--- src/rtl/rv32i_types.sv ---
// Shared types for the instruction-queue reader.
//
// Contents:
//   qr_state_e  reader state: IDLE, WAIT, TWO, ONE
//   MASK_*      out_mask encodings the reader produces
package rv32i_types;

    typedef enum logic [1:0] {
        IDLE = 2'd0,  // nothing buffered, nothing in flight
        WAIT = 2'd1,  // pair popped, arriving on q_data this cycle
        TWO  = 2'd2,  // both buffer slots valid
        ONE  = 2'd3   // only slot 0 valid
    } qr_state_e;

    localparam logic [1:0] MASK_NONE = 2'b00;
    localparam logic [1:0] MASK_ONE  = 2'b01;
    localparam logic [1:0] MASK_TWO  = 2'b11;

endpackage

--- src/rtl/queue_reader.sv ---
// queue_reader: pops entry pairs from a dual-width circular queue and
// presents them to a consumer that may take zero, one or two entries per
// cycle. Slot 0 is always the oldest entry.
//
// Ports:
//   clk       the only clock, rising edge
//   rst_n     asynchronous active-low reset
//   flush     synchronous discard of buffered and in-flight entries
//   q_empty   upstream queue empty flag
//   q_pop     pop request; upstream registers a pair onto q_data at this edge
//   q_data    popped pair {slot1, slot0}, valid the cycle after q_pop
//   out_data  pair presented to the consumer {slot1, slot0}
//   out_mask  per-slot valid: 00, 01 or 11
//   out_take  consumer acceptance: 00 none, 01 slot 0, 11 both (10 = 00)
//
// Configuration:
//   QUEUE_READER_BYPASS_EN  when defined, the arriving pair is presented
//                           straight from q_data in WAIT (latency 1);
//                           otherwise WAIT shows nothing (latency 2).
module queue_reader
    import rv32i_types::*;
#(
    parameter int WIDTH = 32
) (
    input  logic               clk,
    input  logic               rst_n,
    input  logic               flush,
    input  logic               q_empty,
    output logic               q_pop,
    input  logic [2*WIDTH-1:0] q_data,
    output logic [2*WIDTH-1:0] out_data,
    output logic [1:0]         out_mask,
    input  logic [1:0]         out_take
);

    qr_state_e        state_q, state_d;
    logic [WIDTH-1:0] slot0_q, slot1_q;
    logic [WIDTH-1:0] slot0_d, slot1_d;

    logic [WIDTH-1:0] in0, in1;
    logic             take_both;
    logic             take_one;
    logic             drain;

    assign in0       = q_data[WIDTH-1:0];
    assign in1       = q_data[2*WIDTH-1:WIDTH];
    assign take_both = (out_take == 2'b11);
    assign take_one  = (out_take == 2'b01);

    // Drain: everything presented is being consumed, so the buffer is free
    // for a new pair this cycle.
    always_comb begin
        // NOTE: every combinational output gets a default first so no path
        // leaves it unassigned and no latch is inferred.
        drain = 1'b0;
        unique case (state_q)
            IDLE: drain = 1'b1;
            TWO:  drain = take_both;
            ONE:  drain = out_take[0];
`ifdef QUEUE_READER_BYPASS_EN
            WAIT: drain = take_both;
`else
            WAIT: drain = 1'b0;
`endif
            default: drain = 1'b0;
        endcase
    end

    // rst_n gates the pop because the reset state (IDLE) is itself a drain.
    assign q_pop = drain & ~q_empty & ~flush & rst_n;

    always_comb begin
        state_d = state_q;
        slot0_d = slot0_q;
        slot1_d = slot1_q;
        if (flush) begin
            state_d = IDLE;
            slot0_d = '0;
            slot1_d = '0;
        end else if (drain) begin
            // The buffer empties; a popped pair shows up via WAIT.
            state_d = q_pop ? WAIT : IDLE;
            slot0_d = '0;
            slot1_d = '0;
        end else begin
            unique case (state_q)
                WAIT: begin
`ifdef QUEUE_READER_BYPASS_EN
                    if (take_one) begin
                        // Slot 0 consumed straight off q_data; keep slot 1.
                        state_d = ONE;
                        slot0_d = in1;
                        slot1_d = '0;
                    end else begin
                        state_d = TWO;
                        slot0_d = in0;
                        slot1_d = in1;
                    end
`else
                    state_d = TWO;
                    slot0_d = in0;
                    slot1_d = in1;
`endif
                end
                TWO: begin
                    if (take_one) begin
                        state_d = ONE;
                        slot0_d = slot1_q;
                        slot1_d = '0;
                    end
                end
                default: ;
            endcase
        end
    end

    // NOTE: the two buffer registers are reset together with the state, so
    // out_data reads zero while rst_n is low without any extra output gating.
    always_ff @(posedge clk or negedge rst_n) begin
        if (!rst_n) begin
            state_q <= IDLE;
            slot0_q <= '0;
            slot1_q <= '0;
        end else begin
            // NOTE: non-blocking assignments so every register samples the
            // pre-edge values regardless of statement order.
            state_q <= state_d;
            slot0_q <= slot0_d;
            slot1_q <= slot1_d;
        end
    end

    always_comb begin
        out_mask = MASK_NONE;
        out_data = {slot1_q, slot0_q};
        unique case (state_q)
            TWO: out_mask = MASK_TWO;
            ONE: out_mask = MASK_ONE;
`ifdef QUEUE_READER_BYPASS_EN
            WAIT: begin
                out_mask = MASK_TWO;
                out_data = q_data;
            end
`else
            WAIT: out_mask = MASK_NONE;
`endif
            default: out_mask = MASK_NONE;
        endcase
    end

endmodule

--- config.mk ---
export PLATFORM = sky130hd
export DESIGN_NAME = queue_reader
export DESIGN_NICKNAME = d
export VERILOG_FILES = /design/src/rtl/rv32i_types.sv /design/src/rtl/queue_reader.sv
export SDC_FILE = /design/constraint.sdc
export NUM_CORES = 1
export LEC_CHECK = 0
export BUFFER_PORTS_ARGS = -buffer_cell sky130_fd_sc_hd__buf_4
export CORE_MARGIN = 3
export CORE_UTILIZATION = 44
export DETAILED_ROUTE_END_ITERATION = 6
export PLACE_DENSITY = 0.71
export SLEW_MARGIN = 20
export SYNTH_ARGS = -nofsm -noshare
export SYNTH_HDL_FRONTEND = slang
export SYNTH_SLANG_ARGS = --single-unit
--- constraint.sdc ---
create_clock -name clk -period 2 [get_ports clk]
set_input_delay 0.1 -clock clk [delete_from_list [all_inputs] [get_ports clk]]
set_output_delay 0.1 -clock clk [all_outputs]
set_load 0.02 [all_outputs]
==> implementation parameters, run 1 <==
Parameter                              Value

Yosys
  Number of warnings printed during yosys synthesis    0
  Post-synthesis sequential area ratio    around half
  Synthesized cell area    approximately 3200 um^2
  Synth cell types    25
  Yosys top cell area share    51.9%
  Synth Net Count    approximately 380
  Cell accounting for the most synthesized area    sky130_fd_sc_hd__dfrtp_1
  Mapped Cells    slightly above 300
  Top area cells in the synthesized netlist    sky130_fd_sc_hd__dfrtp_1, sky130_fd_sc_hd__mux2i_1, sky130_fd_sc_hd__a211oi_2, sky130_fd_sc_hd__a21oi_1, sky130_fd_sc_hd__nand3_1
  Total of flip-flops plus latches after synthesis    66
  Mean instance size in the synthesized netlist    a little over 10 um^2

Finish
  Post-Layout Cell Count    around 540
  Fillers    596
  Layout cell share with drive strength beyond 1    approximately two fifths
  Most frequent cells in the layout    sky130_fd_sc_hd__buf_4, sky130_fd_sc_hd__dfrtp_1, sky130_fd_sc_hd__nor2_1, sky130_fd_sc_hd__a21oi_1
  Layout area overhead    41.0%
  Post-Layout Inst Area    between 4000 and 5000 um^2
  Ant. Diodes    0
  Nets    approximately 500
  Most frequent standard cell in the layout excluding fill and tap cells    sky130_fd_sc_hd__buf_4
  Area occupied by multi-input gates    around 1300 um^2
  Seq. cell area    around 1700 um^2

Timing
  Setup TNS    0 ns
  Final setup violating endpoints    0
  Setup repair after global routing missed its margin    no
  Final Critical Period    approximately 1.8 ns
  Layout Skew    0.0119 ns
  Post-route fraction of the period consumed by the critical path    slightly below 90%
  Relative slew slack    roughly 63%
  Final hold violation count    0
  Measured slew at the worst slew-check pin    between 0.5 and 0.6 ns
  Maximum clock frequency    about 560 MHz
  Worst-case setup margin in the final layout    0.219 ns
  Number of slew-limit violations in the final report    0

Worst setup path
  Required time of the worst setup path    approximately 1.9 ns
  Category of the worst setup path capture point    output port
  Cell with the biggest individual delay on the critical path    sky130_fd_sc_hd__dfrtp_1
  Highest cell delay on the worst timing path    0.39 ns
  Startpoint Class    register
  Maximum fanout along the worst path    5
  CP cell instances    inv_1 -> ha_2 -> a21o_1 -> a21oi_2 -> nor3_1 -> buf_4
  Crit path arrival time    1.68 ns
  Crit Path Class    register to output port

Clock network
  Number of buffers between clock root and the deepest sink    2
  Htree depth    3
  TritonCTS buffer count    9
  Clock latency at the later pin of the worst-skew pair    around 0.33 ns
  CTS Root Buffer Type    sky130_fd_sc_hd__clkbuf_8
  TritonCTS clock tree    done
  Count of instances resized after the clock tree is built    0
  Clock edge transition at the registers on the reported setup and hold paths    0.07 ns
  Number of sinks handled by clock tree synthesis    between 60 and 70

Floorplanning
  I/O pin cnt    137
  Number of placement rows    30
  Die boundary height    between 90 and 100 um
  Initial cell density of the core    a little under half
  Die width    roughly 90 um
  DIE AREA    a little over 8000 um^2
  Core outline area    between 6000 and 7000 um^2

Pwr
  Peak supply drop    367 uV
  Design Power    between 2 and 3 mW
  Leakage power summed over all cells    about 2.0 nW
  Pwr dens    roughly 600 nW/um^2

Global routing
  Global-route wire length before repair    13.9 mm
  Via count of the first global-routing pass    between 2,000 and 3,000
  Overall global routing resource usage    about a fifth
  Maximum number of pins on one net before global-route repair    66
  Leftover overflow at the end of global routing    0
  Number of antenna violations at the first check in global routing    0

Run status
  Outcome    complete, no violations

Run
  Max_cap viols    0

Route
  Via count    roughly 2,800
  Total wirelength of the detailed-routed design    around 8.5 mm
  Detailed Route Iter0 Violations    between 70 and 80
  Final routed wire length divided by cell count    between 15 and 20 um
  Via density per instance    5.18
  Count of TritonRoute iterations in the first routing pass    4
  Detail Route Antenna Nets    0
  Residual DRC    0

Placed design
  Placed cell count    520
  DPL Wire Length    roughly 6.0 mm
  RePlAce Congestion    just over 0.8
  Worst setup slack before clock tree synthesis    between 0.2 and 0.3 ns
  IO buf count    around 140
  Placed standard-cell area    around 4300 um^2

Min path
  Class of the most critical hold timing path    input port to register
## routing by layer
layer	GRT usage (%)	part of all wire [%]	up-vias
met5	0	0	-
met4	8.29	1.7	0
met3	4.06	4.9	10
met2	34.4	51	86
met1	26.3	42	1351
li1	-	-	1335
## layout make-up
| type | instances | share of cell area [%] |
|---|---|---|
| clock buffers | 12 | 3.24 |
| clock inverters | 3 | 0.893 |
| multi-input cells | 209 | 30.1 |
| well taps | 96 | 2.68 |
| flip-flops and latches | 66 | 36.8 |
| inverters | 3 | 0.251 |
| repair buffers | 148 | 26.0 |
## power by group
| group | internal (mW) | switching [mW] | total [mW] |
|---|---|---|---|
| combinational | 0.151 | 0.163 | 0.314 |
| clock | 0.600 | 0.473 | 1.07 |
| sequential | 1.34 | 0.00574 | 1.35 |
| total | 2.09 | 0.642 | 2.73 |
## per-stage QoR
step,utilization (%),hold WS [ns]
after floorplan,-,-0.196
final,64.9,0.0453
after CTS,64.9,0.0283
after detailed placement,61.9,0.0216
after global placement,61.9,0.0126
after global routing,64.9,0.0281
## repair_timing
| item | 4_1_cts | 5_1_grt |
|---|---|---|
| buffers inserted | 0 | 0 |
| hold endpoints to repair | 23 | 0 |
| hold buffers | 2 | 0 |
## cells by family (layout without fill, tap and decap cells)
kind of cell             Yosys count  after routing  synth area share [%]
flip-flops                        66             66                  51.9
buffers and inverters             31            166                  5.98
AND/OR/NAND/NOR                  102            102                  13.7
AO/OA/AOI/OAI                     70             70                  16.5
adder cells (fa/ha/maj)            3              3                  1.18
multiplexers                      34             34                  10.8
## critical path: cells and delay by family (launching register included)
kind | cells | cell delay (ns)
flip-flops | 1 | 0.39
AO/OA/AOI/OAI | 2 | 0.41
AND/OR/NAND/NOR | 1 | 0.08
adder cells (fa/ha/maj) | 1 | 0.23
buffers and inverters | 2 | 0.25
## worst paths after layout
kind,start,end,slack [ns],depth (start not counted)
min in group asynchronous,rst_n,slot0_q[8]$_DFFE_PN0P_,0.24,2
worst max register to register,state_q[0]$_DFFE_PN0P_,slot0_q[5]$_DFFE_PN0P_,0.25,7
worst max-delay path,state_q[0]$_DFFE_PN0P_,q_pop,0.22,6
max in group asynchronous,rst_n,slot1_q[0]$_DFFE_PN0P_,0.89,3
worst min register to register,slot1_q[11]$_DFFE_PN0P_,slot1_q[11]$_DFFE_PN0P_,0.54,2
worst min-delay path,q_data[59],slot1_q[27]$_DFFE_PN0P_,0.05,3
## flip-flops by register name, summed over array words and instances, names as in the netlist
| signal | cells |
|---|---|
| slot1_q | 32 |
| slot0_q | 32 |
| state_q | 2 |
## Yosys cell counts, drive strengths merged
| master | n |
|---|---|
| nand2 | 32 |
| or2 | 1 |
| a21oi | 34 |
| nor2b | 1 |
| clkbuf | 6 |
| nand2b | 2 |
| buf | 22 |
| inv | 3 |
| a21o | 1 |
| o21a | 1 |
| o21ai | 2 |
| ha | 3 |
| mux2 | 2 |
| nand3 | 32 |
| dfrtp | 66 |
| nor2 | 33 |
| mux2i | 32 |
| nor3 | 1 |
| a211oi | 32 |
Power figures use the tool's default switching activity.
==> inputs of run 2 (changes only) <==
Settings changed: ABC_AREA set to 1, CORE_UTILIZATION 44 to 48, PLACE_DENSITY 0.71 to 0.76.
==> run 2 against run 1 <==
Against the previous run: combinational power rose by 59%; design area fell by 1.3%; synthesized area rose by 1.2%; global-route usage rose by 2.3 points; final cell count rose by 16%; worst setup slack got worse by 0.058 ns; clock power fell by 5%; synthesized cell count rose by 33%; register-to-register slack got worse by 0.09 ns; power rose by 5.8%; non-clock buffer count fell by 2; largest power group unchanged; highest routed layer unchanged.
==> implementation parameters, run 2 <==
Parameter                              Value

Run status
  Outcome    complete, no violations

Floorplanning
  DIE AREA    slightly below 8000 um^2
  Initial cell density of the core    between 50 and 60%
  Number of placement rows    29
  Die boundary height    87.9 um
  I/O pin cnt    137
  Core outline area    between 6000 and 7000 um^2
  Die width    87.9 um

Finish
  Post-Layout Inst Area    around 4400 um^2
  Layout area overhead    37.4%
  Area occupied by multi-input gates    approximately 1200 um^2
  Layout cell share with drive strength beyond 1    31.1%
  Fillers    539
  Biggest regs    slot0_q x32, slot1_q x32, state_q x2
  Most frequent cells in the layout    sky130_fd_sc_hd__nand2_1, sky130_fd_sc_hd__buf_4, sky130_fd_sc_hd__dfrtp_1, sky130_fd_sc_hd__inv_1, sky130_fd_sc_hd__nand3_1
  Most frequent standard cell in the layout excluding fill and tap cells    sky130_fd_sc_hd__nand2_1
  Ant. Diodes    0
  Nets    approximately 610
  Seq. cell area    1650 um^2

Clock network
  Clock edge transition at the registers on the reported setup and hold paths    0.07 ns
  CTS Root Buffer Type    sky130_fd_sc_hd__clkbuf_8
  TritonCTS clock tree    done
  TritonCTS buffer count    9
  Number of buffers inserted by post-CTS setup repair    0
  Clock latency at the later pin of the worst-skew pair    about 0.33 ns
  Count of instances resized after the clock tree is built    0
  Number of buffers between clock root and the deepest sink    2
  Htree depth    3
  Number of sinks handled by clock tree synthesis    66

Worst setup path
  CP cell instances    inv_1 -> ha_1 -> inv_1 -> nor2_4 -> o21ai_0 -> nand2_1 -> inv_1
  Worst path buffer plus inverter count    3
  Startpoint Class    register
  Critical path origin    state_q[0]$_DFFE_PN0P_
  Highest cell delay on the worst timing path    between 0.5 and 0.6 ns
  Cell with the biggest individual delay on the critical path    sky130_fd_sc_hd__nor2_4
  Category of the worst setup path capture point    register
  Crit Path Class    register to register
  Crit path arrival time    slightly above 2 ns
  Required time of the worst setup path    2.23 ns
  Maximum fanout along the worst path    33
  FF-to-FF Start    state_q[0]$_DFFE_PN0P_
  Cell seen most often among critical-path stages    sky130_fd_sc_hd__inv_1
  Cell family with the largest share of critical-path delay    simple AND/OR/NAND/NOR gates

Yosys
  Total of flip-flops plus latches after synthesis    66
  Most used standard cell by instance count after synthesis    sky130_fd_sc_hd__nand2_1
  Synthesized cell area    between 3000 and 4000 um^2
  Yosys top cell area share    between 50% and 60%
  Mapped Cells    407
  Prevailing post-synth register cell    sky130_fd_sc_hd__dfrtp_1
  Mean instance size in the synthesized netlist    around 8 um^2
  List of most frequent post-synthesis cells    sky130_fd_sc_hd__nand2_1, sky130_fd_sc_hd__dfrtp_1, sky130_fd_sc_hd__inv_1
  Top area cells in the synthesized netlist    sky130_fd_sc_hd__dfrtp_1, sky130_fd_sc_hd__nand2_1, sky130_fd_sc_hd__nand3_1, sky130_fd_sc_hd__a21oi_1, sky130_fd_sc_hd__inv_1
  Post-synthesis sequential area ratio    51.3%
  Cell accounting for the most synthesized area    sky130_fd_sc_hd__dfrtp_1
  Synth Net Count    480
  Synth cell types    19
  Async set-reset flop share out of synthesis    between 90% and 100%
  Number of warnings printed during yosys synthesis    0
  Post-synth EDFFs    0

Global routing
  Overall global routing resource usage    23.0%
  Leftover overflow at the end of global routing    0
  Global-route wire length before repair    approximately 14 mm
  Maximum number of pins on one net before global-route repair    67
  Number of antenna violations at the first check in global routing    0
  Via count of the first global-routing pass    ~3,000

Min path
  Min-Delay Startpoint    q_data[63]
  Class of the most critical hold timing path    input port to register

Timing
  Final setup violating endpoints    0
  Number of slew-limit violations in the final report    0
  Worst-case setup margin in the final layout    around 0.16 ns
  Relative slew slack    44.2%
  Final Critical Period    around 1.8 ns
  Setup TNS    0 ns
  Post-route fraction of the period consumed by the critical path    between 90 and 100%
  Measured slew at the worst slew-check pin    between 0.8 and 0.9 ns
  Setup repair after global routing missed its margin    no
  Final hold violation count    0
  Layout Skew    0.00913 ns
  Maximum clock frequency    around 540 MHz

Placed design
  Worst setup slack before clock tree synthesis    between 0.15 and 0.2 ns
  DPL Wire Length    6.22 mm
  IO buf count    ~140
  Placed standard-cell area    about 4200 um^2
  RePlAce Congestion    roughly 0.82

Route
  Via density per instance    between 4 and 5
  Final routed wire length divided by cell count    approximately 14 um
  Residual DRC    0
  Via count    3,103
  Total wirelength of the detailed-routed design    8.75 mm
  Detailed Route Iter0 Violations    150
  Count of TritonRoute iterations in the first routing pass    4
  Detail Route Antenna Nets    0

Pwr
  Peak supply drop    438 uV
  Proportion of power drawn by flip-flops and latches    a little under half
  Internal Dissipation    ~2.1 mW
  Clock share of power    35.2%
  Switching component of the power    831 uW
  Leakage power summed over all cells    about 2.4 nW
  Switching power share of the total    between 20% and 30%
  Design Power    2.89 mW
  Combinational fraction of design power    17.3%
  Pwr dens    around 650 nW/um^2

Run
  Max_cap viols    0
-- run 2: cell count changes after synthesis, moves of 2 or more --
cell / delta
sky130_fd_sc_hd__a211oi_2: -17
sky130_fd_sc_hd__nor2_4: +2
sky130_fd_sc_hd__a211oi_1: -15
sky130_fd_sc_hd__nor2_1: -33
sky130_fd_sc_hd__o21ai_0: +26
sky130_fd_sc_hd__buf_4: +2
sky130_fd_sc_hd__nand2_1: +133
sky130_fd_sc_hd__mux2_2: -2
sky130_fd_sc_hd__inv_1: +38
sky130_fd_sc_hd__o21ai_1: +5
sky130_fd_sc_hd__mux2i_1: -32
sky130_fd_sc_hd__nand2b_1: -2
sky130_fd_sc_hd__nand3_1: +2
sky130_fd_sc_hd__clkbuf_1: -4
-- run 2: layout make-up --
type | instances | area share, %
Clock buffer | 12 | 3.51
Sequential cell | 66 | 37.3
Tap cell | 77 | 2.18
Inverter | 42 | 3.56
Timing Repair Buffer | 146 | 24.8
Multi-Input combinational cell | 274 | 28.0
Clock inverter | 4 | 0.594
-- run 2: power by group through the flow --
stage | registers, mW | clock network (mW) | logic [mW]
global route | 1.38 | 1.08 | 0.550
finish | 1.38 | 1.02 | 0.500
floorplan | 1.42 | 0 | 0.260
CTS | 1.38 | 1.03 | 0.503
global placement | 1.40 | 0 | 0.497
detailed placement | 1.40 | 0 | 0.501
-- run 2: repair_timing --
action,4_1_cts,5_1_grt
endpoints found under the hold margin,66,0
hold buffers,1,0
endpoints found under the setup margin,0,0
-- run 2: per-layer routing --
metal	GRT usage [%]	wire, um	up-vias	share of wire (%)
met3	5.08	644	14	7.4
li1	-	-	1536	-
met1	31.5	3780	1419	43
met4	7.67	127	0	1.5
met5	0	0	-	0
met2	36.2	4200	134	48
-- run 2: path summary, 6_finish.rpt --
path,slack [ns],endpoint,depth (start not counted)
min reg2reg,0.48,slot0_q[27]$_DFFE_PN0P_,2
min,0.01,slot1_q[31]$_DFFE_PN0P_,3
min in group asynchronous,0.50,slot0_q[0]$_DFFE_PN0P_,3
max,0.16,state_q[0]$_DFFE_PN0P_,7
max in group asynchronous,0.96,slot0_q[30]$_DFFE_PN0P_,3
max reg2reg,0.16,state_q[0]$_DFFE_PN0P_,7
-- run 2: metrics by stage --
step | std cells | hold slack, ns | utilization [%]
after global placement | 604 | 0.339 | 65.9
after floorplan | 407 | -0.196 | -
after detailed placement | 604 | 0.342 | 65.9
final | 621 | 0.0132 | 68.9
after CTS | 621 | 0.000517 | 68.9
after global routing | 621 | 0.00935 | 68.9
-- run 2: cells by family (layout without fill, tap and decap cells) --
family / count (synthesis) / count (layout) / synth area share (%)
DFF: 66 / 66 / 51.3
adders and majority gates: 3 / 3 / 1.17
buffers and inverters: 67 / 204 / 10.3
and+or+nand+nor: 205 / 205 / 26.6
AOI/OAI and AO/OA: 66 / 66 / 10.6
-- run 2: worst register-to-register path, cell delays in order (launching register included) --
cell and delay (ns):
sky130_fd_sc_hd__dfrtp_1 0.36, sky130_fd_sc_hd__inv_1 0.08, sky130_fd_sc_hd__ha_1 0.28, sky130_fd_sc_hd__inv_1 0.09, sky130_fd_sc_hd__nor2_4 0.58, sky130_fd_sc_hd__o21ai_0 0.21, sky130_fd_sc_hd__nand2_1 0.10, sky130_fd_sc_hd__inv_1 0.04
